File: config.mk
export PLATFORM = sky130hd
export DESIGN_NAME = vga_sync_gen
export DESIGN_NICKNAME = d
export VERILOG_FILES = /design/src/rtl/vga_timing_pkg.sv /design/src/rtl/vga_axis_counter.sv /design/src/rtl/vga_sync_gen.sv
export SDC_FILE = /design/constraint.sdc
export NUM_CORES = 1
export LEC_CHECK = 0
export ABC_AREA = 1
export BUFFER_PORTS_ARGS = -buffer_cell sky130_fd_sc_hd__buf_2
export CAP_MARGIN = 20
export CORE_MARGIN = 2
export CORE_UTILIZATION = 58
export DETAILED_ROUTE_END_ITERATION = 10
export PLACE_DENSITY = 0.9
export SYNTH_ARGS = -nofsm -noshare
export SYNTH_HDL_FRONTEND = slang
export SYNTH_HIERARCHICAL = 1
export SYNTH_SLANG_ARGS = --single-unit
export TNS_END_PERCENT = 50
File: constraint.sdc
create_clock -name clk -period 2.8 [get_ports clk]
set_input_delay 0.56 -clock clk [delete_from_list [all_inputs] [get_ports clk]]
set_output_delay 0.56 -clock clk [all_outputs]
set_load 0.05 [all_outputs]
File: src/rtl/vga_timing_pkg.sv
// vga_timing_pkg: shared timing defaults for the VGA sync generator.
//   Holds the 640x480@60 porch/sync widths, the derived line/frame
//   totals, the counter width and the RGB332 pixel format constants.
package vga_timing_pkg;

  localparam int DEF_CLK_DIV  = 2;

  localparam int DEF_H_ACTIVE = 640;
  localparam int DEF_H_FP     = 16;
  localparam int DEF_H_SYNC   = 96;
  localparam int DEF_H_BP     = 48;

  localparam int DEF_V_ACTIVE = 480;
  localparam int DEF_V_FP     = 10;
  localparam int DEF_V_SYNC   = 2;
  localparam int DEF_V_BP     = 33;

  localparam logic DEF_HS_POL = 1'b0;
  localparam logic DEF_VS_POL = 1'b0;

  localparam int CNT_W = 10;
  localparam int CNT_LIMIT = 1 << CNT_W;

  localparam int RGB_W = 8;
  localparam logic [RGB_W-1:0] RGB_BLACK = '0;

  // Total period of one axis: visible + front porch + sync + back porch.
  function automatic int axis_total(input int active, input int fp,
                                    input int sync, input int bp);
    return active + fp + sync + bp;
  endfunction

  localparam int DEF_H_TOTAL = axis_total(DEF_H_ACTIVE, DEF_H_FP, DEF_H_SYNC, DEF_H_BP);
  localparam int DEF_V_TOTAL = axis_total(DEF_V_ACTIVE, DEF_V_FP, DEF_V_SYNC, DEF_V_BP);

endpackage

File: src/rtl/vga_axis_counter.sv
// vga_axis_counter: one timing axis (horizontal or vertical).
//   Counts 0..TOTAL-1 on each inc strobe and wraps to 0.
// Ports:
//   clk, reset  clock and asynchronous active-high reset
//   inc         advance the count by one this clock
//   count       current position on the axis
//   wrap        high while count is at TOTAL-1 (next inc wraps)
//   sync_act    high while count lies in [SYNC_START, SYNC_START+SYNC_LEN-1]
module vga_axis_counter
  import vga_timing_pkg::*;
#(
  parameter int TOTAL      = DEF_H_TOTAL,
  parameter int SYNC_START = DEF_H_ACTIVE + DEF_H_FP,
  parameter int SYNC_LEN   = DEF_H_SYNC
) (
  input  logic             clk,
  input  logic             reset,
  input  logic             inc,
  output logic [CNT_W-1:0] count,
  output logic             wrap,
  output logic             sync_act
);

  localparam logic [CNT_W-1:0] LAST       = CNT_W'(TOTAL - 1);
  localparam logic [CNT_W-1:0] SYNC_FIRST = CNT_W'(SYNC_START);
  localparam logic [CNT_W-1:0] SYNC_LAST  = CNT_W'(SYNC_START + SYNC_LEN - 1);

  assign wrap     = (count == LAST);
  assign sync_act = (count >= SYNC_FIRST) && (count <= SYNC_LAST);

  always_ff @(posedge clk or posedge reset) begin
    if (reset) begin
      count <= '0;
    end else if (inc) begin
      count <= wrap ? '0 : count + CNT_W'(1);
    end
  end

endmodule

File: src/rtl/vga_sync_gen.sv
// vga_sync_gen: VGA timing generator with registered, blanked RGB output.
//   A clock divider produces a one-clk pix_en strobe per pixel; horizontal
//   and vertical axis counters advance on it. The pixel generator reads
//   h_count/v_count and returns RGB332 on rgb_in in the same pixel slot.
//   RGB, HSYNC and VSYNC are registered together on pix_en so the DAC
//   pins stay mutually aligned (one pixel behind the counters).
// Ports:
//   clk, reset  system clock, asynchronous active-high reset
//   pix_en      one-clk strobe per pixel
//   h_count     current column, 0..H_TOTAL-1
//   v_count     current line, 0..V_TOTAL-1
//   video_on    counters are inside the visible area (combinational)
//   frame_tick  one-clk pulse after the last pixel of a frame
//   rgb_in      RGB332 for the current (h_count, v_count)
//   vga_rgb     registered RGB332, forced black outside the visible area
//   vga_hs      registered HSYNC
//   vga_vs      registered VSYNC
module vga_sync_gen
  import vga_timing_pkg::*;
#(
  parameter int   CLK_DIV  = DEF_CLK_DIV,
  parameter int   H_ACTIVE = DEF_H_ACTIVE,
  parameter int   H_FP     = DEF_H_FP,
  parameter int   H_SYNC   = DEF_H_SYNC,
  parameter int   H_BP     = DEF_H_BP,
  parameter int   V_ACTIVE = DEF_V_ACTIVE,
  parameter int   V_FP     = DEF_V_FP,
  parameter int   V_SYNC   = DEF_V_SYNC,
  parameter int   V_BP     = DEF_V_BP,
  parameter logic HS_POL   = DEF_HS_POL,
  parameter logic VS_POL   = DEF_VS_POL
) (
  input  logic             clk,
  input  logic             reset,
  output logic             pix_en,
  output logic [CNT_W-1:0] h_count,
  output logic [CNT_W-1:0] v_count,
  output logic             video_on,
  output logic             frame_tick,
  input  logic [RGB_W-1:0] rgb_in,
  output logic [RGB_W-1:0] vga_rgb,
  output logic             vga_hs,
  output logic             vga_vs
);

  localparam int H_TOTAL = axis_total(H_ACTIVE, H_FP, H_SYNC, H_BP);
  localparam int V_TOTAL = axis_total(V_ACTIVE, V_FP, V_SYNC, V_BP);

  if (H_TOTAL > CNT_LIMIT || V_TOTAL > CNT_LIMIT || CLK_DIV < 1) begin : g_bad_params
    $error("vga_sync_gen: totals must fit 10-bit counters and CLK_DIV must be >= 1");
  end

  // A one-bit divider is kept for CLK_DIV=1; it simply stays at 0 so
  // pix_en is high on every clock after reset.
  localparam int DIV_W = (CLK_DIV > 1) ? $clog2(CLK_DIV) : 1;
  localparam logic [DIV_W-1:0] DIV_LAST = DIV_W'(CLK_DIV - 1);

  logic [DIV_W-1:0] div_cnt;

  always_ff @(posedge clk or posedge reset) begin
    if (reset) begin
      div_cnt <= '0;
      pix_en  <= 1'b0;
    end else begin
      pix_en  <= (div_cnt == DIV_LAST);
      div_cnt <= (div_cnt == DIV_LAST) ? '0 : div_cnt + DIV_W'(1);
    end
  end

  logic h_wrap;
  logic v_wrap;
  logic hs_act;
  logic vs_act;

  vga_axis_counter #(
    .TOTAL      (H_TOTAL),
    .SYNC_START (H_ACTIVE + H_FP),
    .SYNC_LEN   (H_SYNC)
  ) u_h_axis (
    .clk      (clk),
    .reset    (reset),
    .inc      (pix_en),
    .count    (h_count),
    .wrap     (h_wrap),
    .sync_act (hs_act)
  );

  // The line counter steps only on the pixel that ends a line.
  vga_axis_counter #(
    .TOTAL      (V_TOTAL),
    .SYNC_START (V_ACTIVE + V_FP),
    .SYNC_LEN   (V_SYNC)
  ) u_v_axis (
    .clk      (clk),
    .reset    (reset),
    .inc      (pix_en && h_wrap),
    .count    (v_count),
    .wrap     (v_wrap),
    .sync_act (vs_act)
  );

  assign video_on = (h_count < CNT_W'(H_ACTIVE)) && (v_count < CNT_W'(V_ACTIVE));

  // Output stage: everything here is decoded from the counter values of
  // the pixel being presented, so all pins carry the same one-pixel delay.
  always_ff @(posedge clk or posedge reset) begin
    if (reset) begin
      vga_rgb    <= RGB_BLACK;
      vga_hs     <= ~HS_POL;
      vga_vs     <= ~VS_POL;
      frame_tick <= 1'b0;
    end else begin
      frame_tick <= pix_en && h_wrap && v_wrap;
      if (pix_en) begin
        vga_rgb <= video_on ? rgb_in : RGB_BLACK;
        vga_hs  <= hs_act ? HS_POL : ~HS_POL;
        vga_vs  <= vs_act ? VS_POL : ~VS_POL;
      end
    end
  end

endmodule

==> reports/metrics.cfg <==
[global_routing]
grt_pass1_wl_microns=7250
overflow=0
grt_pass1_vias=1685
grt_max_degree=15
grtUsageTotal=0.235
antenna_found_initial=0

[synth]
synth.distinct_cells=31
ys_seq_area_frac=0.421
synthFlopType=dfrtp_1
synthTopCellsByArea=dfrtp_1, nand2_1, inv_1
ys_seq_elements=33
synth_area_leader_cell=dfrtp_1
synth.avg_cell_area_sq_um=7.49
netlist_instances=263
yosysWarningCount=6
synth_edf_count=0
synth-async-reset-ratio=1.00
synthesis.area_sq_um=1970
yosys.area.top_type_share=0.394
synthTopCellsByCount=nand2_1, inv_1, dfrtp_1
synth_most_common_cell=nand2_1
syn_nets=278

[sta]
rsz0062_at_grt=no
finalHoldViolations=0
drv_slew=0
worst_pin_slew_ns=0.475
finalCritPeriodShare=0.765
finalSetupViolations=0
max_freq_mhz=467
relSlewSlack=0.683
setup_tns_ns=0
fin_skew_ns=0.0133
timing.final.crit_period_ns=2.14

[setup_path]
slowest_stage=dfrtp_1
r2r.worst_path.cells=10
required_ns=2.24
r2r-end=u_v_axis/count[8]$_DFFE_PP0P_
worstSetupEndpointType=output pin
crit_buf_inv=1
critPathMaxStageDelay_ns=0.48
path_cells=nand2_1, nor2_2, nor2_4, and2_1, buf_2
worst-setup-path-type=flop to output pin
timing.rr.start=u_h_axis/count[8]$_DFFE_PP0P_
cp_max_fo=9
startpoint_type=flop
worst_ep_arrival_time_ns=1.58
cp_top_family=simple AND/OR/NAND/NOR gates
r2r_slack_ns=0.83

[cells_and_area]
syn2layout_area_growth_pct=17.1
num_antenna_cells=0
drive_above_1_share=0.255
fillCellCount=268
final_util=0.697
register_area_sq_um=828
layout.nets=324
multiInputGateArea_sq_um=923

[clocking]
cts_max_path_buffers=2
clock_latency_ns=0.34
cts_max_level=2
cts_hold_buf=0
cts-resized-gates=0
path_clk_slew_ns=0.11
cts-root-buf=clkbuf_4
post_cts_buffers=0
clkSinkCount=33
cts_inserted_buffers=5
cts_tree=done

[pwr]
leakagePower_nw=1.33
power.share.clock=0.454
peakVddDrop_mv=0.239
switching_share=0.213
p_per_area_nw_per_um2=424
p_int_mw=0.770
netSwitchingPower_mw=0.208
pwr-share-seq=0.496
combinationalPowerShare=0.050

[run]
maxCapViolCount=0

[die]
num_rows=21
dieHeight_microns=62.3
die_area_sq_um=3880
io_pins=43
die_w_microns=62.3
start_util=0.595
core_sq_um=3310

[drt]
drc=0
via_count=1793
drtIter0Drc=117
antenna_left=0
dr.pass1.iters=4
vias_per_cell=5.04
drt_wl_total_microns=4190
wire_per_inst_microns=11.8

[worst_hold_path]
hold_class=input port to async pin

[outcome]
status=complete, no violations

[place]
gp_congestion=0.907
io_buffers=42
dpl.hpwl_microns=3110

## sequential cells by signal, summed over array words and instances (netlist names)
name	flops
u_v_axis/count	10
pix_en	1
frame_tick	1
vga_hs	1
vga_rgb	8
u_h_axis/count	10
div_cnt	1
vga_vs	1
## metal layers
layer  global-route usage  vias up  routed length, microns
met1                0.289      819                    1820
met5                    0        -                       0
met2                0.402       72                    2020
met4                0.111        0                      87
met3               0.0435       12                     273
li1                     -      890                       -
## worst register-to-register path, cell delays in order, from the launching register on
cell and delay [ns]:
dfrtp_1 0.52, nand2_1 0.16, nor4_1 0.30, nand2_1 0.11, inv_1 0.27, nand2_4 0.10, nor2_4 0.16, nand2_1 0.08
o21ai_1 0.12, nand2_1 0.06, inv_1 0.04
## through the flow
step	hold WS, ns	cells	cell area (sq um)	power (mW)	worst slack [ns]
floorplan	0.354	263	1970	0.527	0.775
global placement	0.362	348	2200	0.543	0.969
detailed placement	0.390	348	2200	0.544	0.866
CTS	0.224	356	2310	0.982	0.644
global route	0.235	356	2310	1.01	0.579
finish	0.208	356	2310	0.978	0.657
## logic make-up (layout without fill, tap and decap cells)
group / count (synthesis) / after routing / synth area share
flops: 33 / 33 / 0.421
compound gates: 9 / 9 / 0.0324
fa+ha+maj: 5 / 5 / 0.0318
simple gates: 163 / 163 / 0.387
buf+inv: 49 / 96 / 0.111
xor+xnor: 4 / 4 / 0.0178
## power groups by stage
| stage | logic [mW] | registers [mW] | clock network, mW |
|---|---|---|---|
| final | 0.0489 | 0.485 | 0.444 |
| after global routing | 0.0535 | 0.486 | 0.472 |
| after CTS | 0.0501 | 0.485 | 0.447 |
| after detailed placement | 0.0499 | 0.494 | 0 |
| after global placement | 0.0488 | 0.494 | 0 |
| after floorplan | 0.0118 | 0.516 | 0 |
## layout by cell type (no fill, tap or decap), drive strengths merged
| cell | instances |
|---|---|
| a21oi | 2 |
| and2 | 1 |
| buf | 43 |
| bufinv | 2 |
| clkbuf | 5 |
| clkinv | 2 |
| dfrtp | 31 |
| dfstp | 2 |
| ha | 5 |
| inv | 44 |
| nand2 | 96 |
| nand3 | 23 |
| nand3b | 3 |
| nand4 | 3 |
| nor2 | 32 |
| nor2b | 1 |
| nor3 | 3 |
| nor4 | 1 |
| o21ai | 7 |
| xnor2 | 1 |
| xor2 | 3 |
## area by class of cell
type / instances / share of cell area
clock buffers: 5 / 0.0163
multi-input cells: 181 / 0.400
well taps: 46 / 0.0250
flip-flops and latches: 33 / 0.359
repair buffers: 43 / 0.0944
clock inverters: 3 / 0.0282
inverters: 45 / 0.0765
## worst max path at each step
stage                                             start                             to  slack (ns)  depth (start not counted)
after floorplan           u_h_axis/count[1]$_DFFE_PP0P_  u_v_axis/count[9]$_DFFE_PP0P_        0.77                         11
after global placement    u_h_axis/count[1]$_DFFE_PP0P_  u_v_axis/count[8]$_DFFE_PP0P_        0.97                         11
after detailed placement  u_h_axis/count[8]$_DFFE_PP0P_  u_v_axis/count[9]$_DFFE_PP0P_        0.87                          9
after CTS                 u_v_axis/count[5]$_DFFE_PP0P_                       video_on        0.64                          5
after global routing      u_v_axis/count[5]$_DFFE_PP0P_                       video_on        0.58                          5
final                     u_v_axis/count[7]$_DFFE_PP0P_                       video_on        0.66                          5
(Power assumes the default switching activity.)
